## config.mk

```make
export PLATFORM = sky130hd
export DESIGN_NAME = stopwatch_up_flat
export DESIGN_NICKNAME = d
export VERILOG_FILES = /design/src/rtl/stopwatch_pkg.sv /design/src/rtl/stopwatch_up_if.sv /design/src/rtl/stopwatch_up_counter.sv /design/src/rtl/stopwatch_up.sv /design/src/flat_wrapper.sv
export SDC_FILE = /design/constraint.sdc
export NUM_CORES = 1
export LEC_CHECK = 0
export CAP_MARGIN = 10
export CORE_MARGIN = 5
export CORE_UTILIZATION = 53
export CTS_CLUSTER_DIAMETER = 100
export DETAILED_ROUTE_END_ITERATION = 7
export GPL_ROUTABILITY_DRIVEN = 1
export PLACE_DENSITY = 0.78
export SLEW_MARGIN = 20
export SYNTH_ARGS = -nofsm -noshare
export SYNTH_HDL_FRONTEND = slang
export SYNTH_SLANG_ARGS = --single-unit
export TNS_END_PERCENT = 10
```

## constraint.sdc

```tcl
create_clock -name clk -period 2.2 [get_ports clk]
set_clock_uncertainty 0.2 [all_clocks]
set_input_delay 0.33 -clock clk [delete_from_list [all_inputs] [get_ports clk]]
set_output_delay 0.33 -clock clk [all_outputs]
set_load 0.03 [all_outputs]
```

## src/rtl/stopwatch_pkg.sv

```systemverilog
// stopwatch_pkg: shared state encoding, digit width, digit moduli and the digit increment helper
package stopwatch_pkg;
    localparam int DIGIT_W   = 4;
    localparam int MOD_UNITS = 10;
    localparam int MOD_TENS  = 6;

    typedef enum logic [1:0] {IDLE, RUN, PAUSE, DONE} state_t;

    // Value a mod-m digit takes after an edge with enable e; wraps m-1 -> 0
    function automatic logic [DIGIT_W-1:0] next_digit(input logic [DIGIT_W-1:0] d, input int m, input logic e);
        return !e ? d : (d == DIGIT_W'(m - 1)) ? '0 : d + DIGIT_W'(1);
    endfunction
endpackage

```

## src/rtl/stopwatch_up_if.sv

```systemverilog
// stopwatch_up_if: control strobes in, BCD display digits and status flags out
interface stopwatch_up_if;
    import stopwatch_pkg::*;
    logic               tick;
    logic               start_stop;
    logic               lap;
    logic [DIGIT_W-1:0] sec_ones;
    logic [DIGIT_W-1:0] sec_tens;
    logic [DIGIT_W-1:0] min_ones;
    logic [DIGIT_W-1:0] min_tens;
    logic               running;
    logic               lapped;
    logic               at_max;
    logic               wrapped;

    modport master (
        output tick, start_stop, lap,
        input  sec_ones, sec_tens, min_ones, min_tens, running, lapped, at_max, wrapped
    );
    modport slave (
        input  tick, start_stop, lap,
        output sec_ones, sec_tens, min_ones, min_tens, running, lapped, at_max, wrapped
    );
endinterface

```

## src/rtl/stopwatch_up_counter.sv

```systemverilog
// counter_up_mod: one mod-MOD up-counting BCD digit with carry-out for the ripple chain
module counter_up_mod
    import stopwatch_pkg::*;
#(
    parameter int MOD = MOD_UNITS
) (
    input  logic               clk,
    input  logic               clear,
    input  logic               en,
    output logic [DIGIT_W-1:0] count,
    output logic               tc
);
    assign tc = en && count == DIGIT_W'(MOD - 1);

    // Digit register: wraps MOD-1 -> 0 when enabled
    always_ff @(posedge clk) begin
        if (clear) count <= '0;
        else       count <= next_digit(count, MOD, en);
    end
endmodule

```

## src/rtl/stopwatch_up.sv

```systemverilog
// stopwatch_up: MM:SS up-counting stopwatch with run/pause/done FSM and lap display freeze
module stopwatch_up
    import stopwatch_pkg::*;
#(
    parameter bit STOP_AT_MAX = 1'b1
) (
    input  logic           clk,
    input  logic           clear,
    stopwatch_up_if.slave  sw
);
    state_t               state;
    logic [DIGIT_W-1:0]   so, st, mo, mt;
    logic                 c0, c1, c2, c3;
    logic                 en, at_max_i, go_done, lapped_n;
    logic                 running_q, lapped_q, wrapped_q;
    logic [4*DIGIT_W-1:0] disp, count_n;

    assign at_max_i = so == 4'd9 && st == 4'd5 && mo == 4'd9 && mt == 4'd5;
    assign go_done  = STOP_AT_MAX && state == RUN && sw.tick && at_max_i;
    assign en       = sw.tick && state == RUN && !go_done;

    counter_up_mod #(.MOD(MOD_UNITS)) u_so (.clk(clk), .clear(clear), .en(en), .count(so), .tc(c0));
    counter_up_mod #(.MOD(MOD_TENS))  u_st (.clk(clk), .clear(clear), .en(c0), .count(st), .tc(c1));
    counter_up_mod #(.MOD(MOD_UNITS)) u_mo (.clk(clk), .clear(clear), .en(c1), .count(mo), .tc(c2));
    counter_up_mod #(.MOD(MOD_TENS))  u_mt (.clk(clk), .clear(clear), .en(c2), .count(mt), .tc(c3));

    // The count as it will be after this edge, so the display and lap capture show that edge's increment
    assign count_n = {next_digit(mt, MOD_TENS, c2), next_digit(mo, MOD_UNITS, c1),
                      next_digit(st, MOD_TENS, c0), next_digit(so, MOD_UNITS, en)};

    // Lap toggles only in RUN/PAUSE; entering DONE or leaving those states drops the freeze
    always_comb begin
        lapped_n = ((state == RUN || state == PAUSE) && !go_done) ? lapped_q ^ sw.lap : 1'b0;
    end

    // Control FSM with registered status flags and the display/lap snapshot register
    always_ff @(posedge clk) begin
        if (clear) begin
            state     <= IDLE;
            running_q <= 1'b0;
            lapped_q  <= 1'b0;
            wrapped_q <= 1'b0;
            disp      <= '0;
        end else begin
            lapped_q  <= lapped_n;
            wrapped_q <= c3;
            disp      <= (lapped_q && lapped_n) ? disp : count_n;
            case (state)
                IDLE: if (sw.start_stop) begin
                    state     <= RUN;
                    running_q <= 1'b1;
                end
                RUN: if (go_done) begin
                    state     <= DONE;
                    running_q <= 1'b0;
                end else if (sw.start_stop) begin
                    state     <= PAUSE;
                    running_q <= 1'b0;
                end
                PAUSE: if (sw.start_stop) begin
                    state     <= RUN;
                    running_q <= 1'b1;
                end
                default: state <= DONE;
            endcase
        end
    end

    assign {sw.min_tens, sw.min_ones, sw.sec_tens, sw.sec_ones} = disp;
    assign sw.running = running_q;
    assign sw.lapped  = lapped_q;
    assign sw.wrapped = wrapped_q;
    assign sw.at_max  = at_max_i;
endmodule

```

## src/flat_wrapper.sv

```systemverilog
// flat-port wrapper written by rule: the top's interface ports become plain ports
module stopwatch_up_flat import stopwatch_pkg::*;
#(
    parameter bit STOP_AT_MAX = 1'b1
)
  (clk, clear, sw_tick, sw_start_stop, sw_lap, sw_sec_ones, sw_sec_tens, sw_min_ones, sw_min_tens, sw_running, sw_lapped, sw_at_max, sw_wrapped);
  stopwatch_up_if sw_i ();
  input  logic clk;
  input  logic clear;
  input wire logic [$bits(sw_i.tick)-1:0] sw_tick;
  input wire logic [$bits(sw_i.start_stop)-1:0] sw_start_stop;
  input wire logic [$bits(sw_i.lap)-1:0] sw_lap;
  output wire logic [$bits(sw_i.sec_ones)-1:0] sw_sec_ones;
  output wire logic [$bits(sw_i.sec_tens)-1:0] sw_sec_tens;
  output wire logic [$bits(sw_i.min_ones)-1:0] sw_min_ones;
  output wire logic [$bits(sw_i.min_tens)-1:0] sw_min_tens;
  output wire logic [$bits(sw_i.running)-1:0] sw_running;
  output wire logic [$bits(sw_i.lapped)-1:0] sw_lapped;
  output wire logic [$bits(sw_i.at_max)-1:0] sw_at_max;
  output wire logic [$bits(sw_i.wrapped)-1:0] sw_wrapped;
  assign sw_i.tick = sw_tick;
  assign sw_i.start_stop = sw_start_stop;
  assign sw_i.lap = sw_lap;
  assign sw_sec_ones = sw_i.sec_ones;
  assign sw_sec_tens = sw_i.sec_tens;
  assign sw_min_ones = sw_i.min_ones;
  assign sw_min_tens = sw_i.min_tens;
  assign sw_running = sw_i.running;
  assign sw_lapped = sw_i.lapped;
  assign sw_at_max = sw_i.at_max;
  assign sw_wrapped = sw_i.wrapped;
  stopwatch_up #(.STOP_AT_MAX(STOP_AT_MAX)) u_core (.clk(clk), .clear(clear), .sw(sw_i));
endmodule
```

==> results by group <==
Synthesis
  • Register area share after synthesis: 0.433
  • Post-synthesis cell type count: 46
  • Synth warn: 0
  • Fraction of registers with async set or reset after synthesis: 0
  • Cells after synthesis: 190
  • Most numerous cell in the Yosys netlist: dfxtp_1
  • Synth top area cells: dfxtp_1 (43%), nor2_1 (7.2%), a211oi_1 (5.7%)
  • Avg Cell Area, Syn: 9.01 sq um
  • Share of the synthesized area in the top cell type: 0.433
  • Syn_nets: 199
  • Post-synthesis cell type with the largest combined area: dfxtp_1
  • Post-synth EDFFs: 0
  • Ys flop type: dfxtp_1
  • Synth cell count leaders: dfxtp_1 (37), nor2_1 (33), a211oi_1 (13), nand2_1 (9), inv_1 (8)
  • Number of synthesized register bits: 37
  • Post-Syn Area: 0.00171 sq mm

Critical path
  • Max FO, Critical Path: 6
  • Arrival @ worst endpoint: 1630 ps
  • Critical path class: flop to output pin
  • Critical Path Start Type: flop
  • Crit. End Element: output pin
  • Required time of the critical path: between 1500 and 2000 ps

Die
  • DIE AREA: 0.00447 sq mm
  • Core area: approximately 0.0031 sq mm
  • Chip width: roughly 67 um
  • Num rows: 20
  • Initial Util: 0.556
  • I/O pin count: 25
  • Die Span Y: 66.8 um

Global routing
  • Number of global-route vias before repair: 1405
  • Initial antenna violation count: 0
  • First-pass GRT wire length: 6200 um
  • Largest net degree at the start of global routing: 23
  • Total GRT Usage: 0.181
  • Grt total ovfl: 0

STA
  • Setup-failing EPs final: 0
  • RSZ-0062 raised after global routing: yes
  • Tmin final: between 2000 and 2500 ps
  • Fin. max-slew vios: 0
  • Fmax: between 400 and 500 MHz
  • TNS Setup: 0 ps
  • Hold Fails Final Rpt: 0
  • Worst setup margin: approximately 42 ps
  • Final period util: 0.981

Layout
  • Area growth syn-to-layout: 23.8%
  • Fillers: 262
  • Share of cells above drive strength 1: 0.140
  • Nets@finish: 231
  • Number of inserted diodes: 0

Drt
  • Routed via count: ~1500
  • DRC violations left: 0
  • Final wirelength: 3650 um
  • First-iteration detailed-routing DRC count: slightly above 80
  • Drt pass-1 iters: 5
  • WL/cell: 13.7 um
  • Vias per inst: 5.55
  • Routed Antenna Nets: 0

Power
  • P_sw: between 400 and 500 uW
  • Static Leak: 0.804 nW
  • Sequential Power Share: 0.518
  • Sw frac: 0.302
  • Final Total Pwr: around 1.4 mW
  • Combinational power share: 0.238
  • Internal power: 1.01 mW
  • Pwr dens: between 600 and 700 mW/mm^2
  • Worst VDD drop: 0.000403 V
  • Clock network fraction of design power: 0.244

Place
  • IO buf count: 24
  • GPL Wtd Cong: 0.793
  • DP Worst Slack: 21.2 ps
  • Post-DP HPWL: around 2700 um

Min path
  • Hold Crit Class: flop to flop

Clocking
  • Clock transition at path regs: around 100 ps
  • Clk Latency, worst-skew pair: 330 ps
  • Clk buf depth: 2
  • Clock root cell: clkbuf_4
  • TritonCTS buffer count: 5
  • Clock sinks: 37
  • CTS tree: done
  • Htree depth: 2
  • Cts hold-fix bufs: 0

Run
  • Max-cap violations: 0

Outcome
  • Status: completed
-- cell families (layout without fill, tap and decap cells) --
group | count (synthesis) | after routing | share of synthesized area
AO/OA/AOI/OAI | 39 | 39 | 0.164
other | 1 | 1 | 0.00219
adder cells (fa/ha/maj) | 4 | 4 | 0.0292
buffers and inverters | 16 | 48 | 0.0409
XOR/XNOR | 8 | 8 | 0.0409
AND/OR/NAND/NOR | 83 | 83 | 0.278
multiplexers | 2 | 2 | 0.0117
flip-flops | 37 | 37 | 0.433
-- power by group through the flow --
stage	Combinational [mW]	Sequential, mW	Clock [mW]
after floorplan	0.181	0.808	0
after global placement	0.325	0.761	0
after detailed placement	0.337	0.766	0
after CTS	0.340	0.751	0.363
after global routing	0.376	0.758	0.392
final	0.343	0.749	0.353
-- stage by stage --
stage | area, sq um | util | hold WS [ps] | instances
2_1_floorplan | 1710 | - | 309 | 190
3_5_place_dp | 2030 | 0.659 | 247 | 257
6_report | 2120 | 0.689 | 265 | 266
5_1_grt | 2120 | 0.689 | 323 | 266
3_3_place_gp | 2030 | 0.659 | 242 | 257
4_1_cts | 2090 | 0.680 | 264 | 264
-- worst max-delay path, cell delays in order, from the launching register on --
cell,delay (ps)
dfxtp_1,390
nor3b_4,310
nand4b_1,230
nor2_2,190
buf_4,180
-- flip-flops by register name, indices dropped and copies added, names as in the netlist, 2 cells and up --
name,count
u_core.u_mo.count,4
u_core.u_st.count,4
u_core.disp,16
u_core.u_so.count,4
u_core.state,2
u_core.u_mt.count,4
-- worst paths after layout --
path                        startpoint  slack (ps)               to  cells after the start
hold reg to reg        u_core.disp[12]         270  u_core.disp[12]                      2
hold / removal         u_core.disp[12]         270  u_core.disp[12]                      2
setup reg to reg       u_core.state[1]         180  u_core.disp[15]                      7
setup / recovery  u_core.u_mo.count[2]          40        sw_at_max                      4
-- metal layers --
| metal | vias to the layer above | GRT usage | part of all wire |
|---|---|---|---|
| met2 | 36 | 0.306 | 0.49 |
| met4 | 0 | 0.0558 | 0.014 |
| met5 | - | 0 | 0 |
| met3 | 6 | 0.0422 | 0.041 |
| li1 | 737 | - | - |
| met1 | 698 | 0.225 | 0.46 |
-- placed cells by master, fill, tap and decap left out, types with 5 or more instances in the layout --
cell type,instances
a211oi_1,13
a21oi_1,7
buf_4,9
clkbuf_4,5
clkdlybuf4s50_1,23
dfxtp_1,35
inv_1,8
nand2_1,9
nor2_1,32
nor3_1,6
xnor2_1,7
-- layout make-up --
class,instances,area [sq um],share of cell area
flip-flops and latches,37,743,0.351
multi-input cells,137,918,0.433
clock buffers,7,55.1,0.0260
inverters,8,30.0,0.0142
repair buffers,33,318,0.150
well taps,44,55.1,0.0260
-- what timing repair did --
action | CTS | global route
endpoints found under the setup margin | 1 | 14
gates cloned | 0 | 0
setup buffers | 0 | 2
gates resized for setup | 2 | 4
pin swaps | 0 | 1
Note: power is estimated with default switching activity, not from simulation.
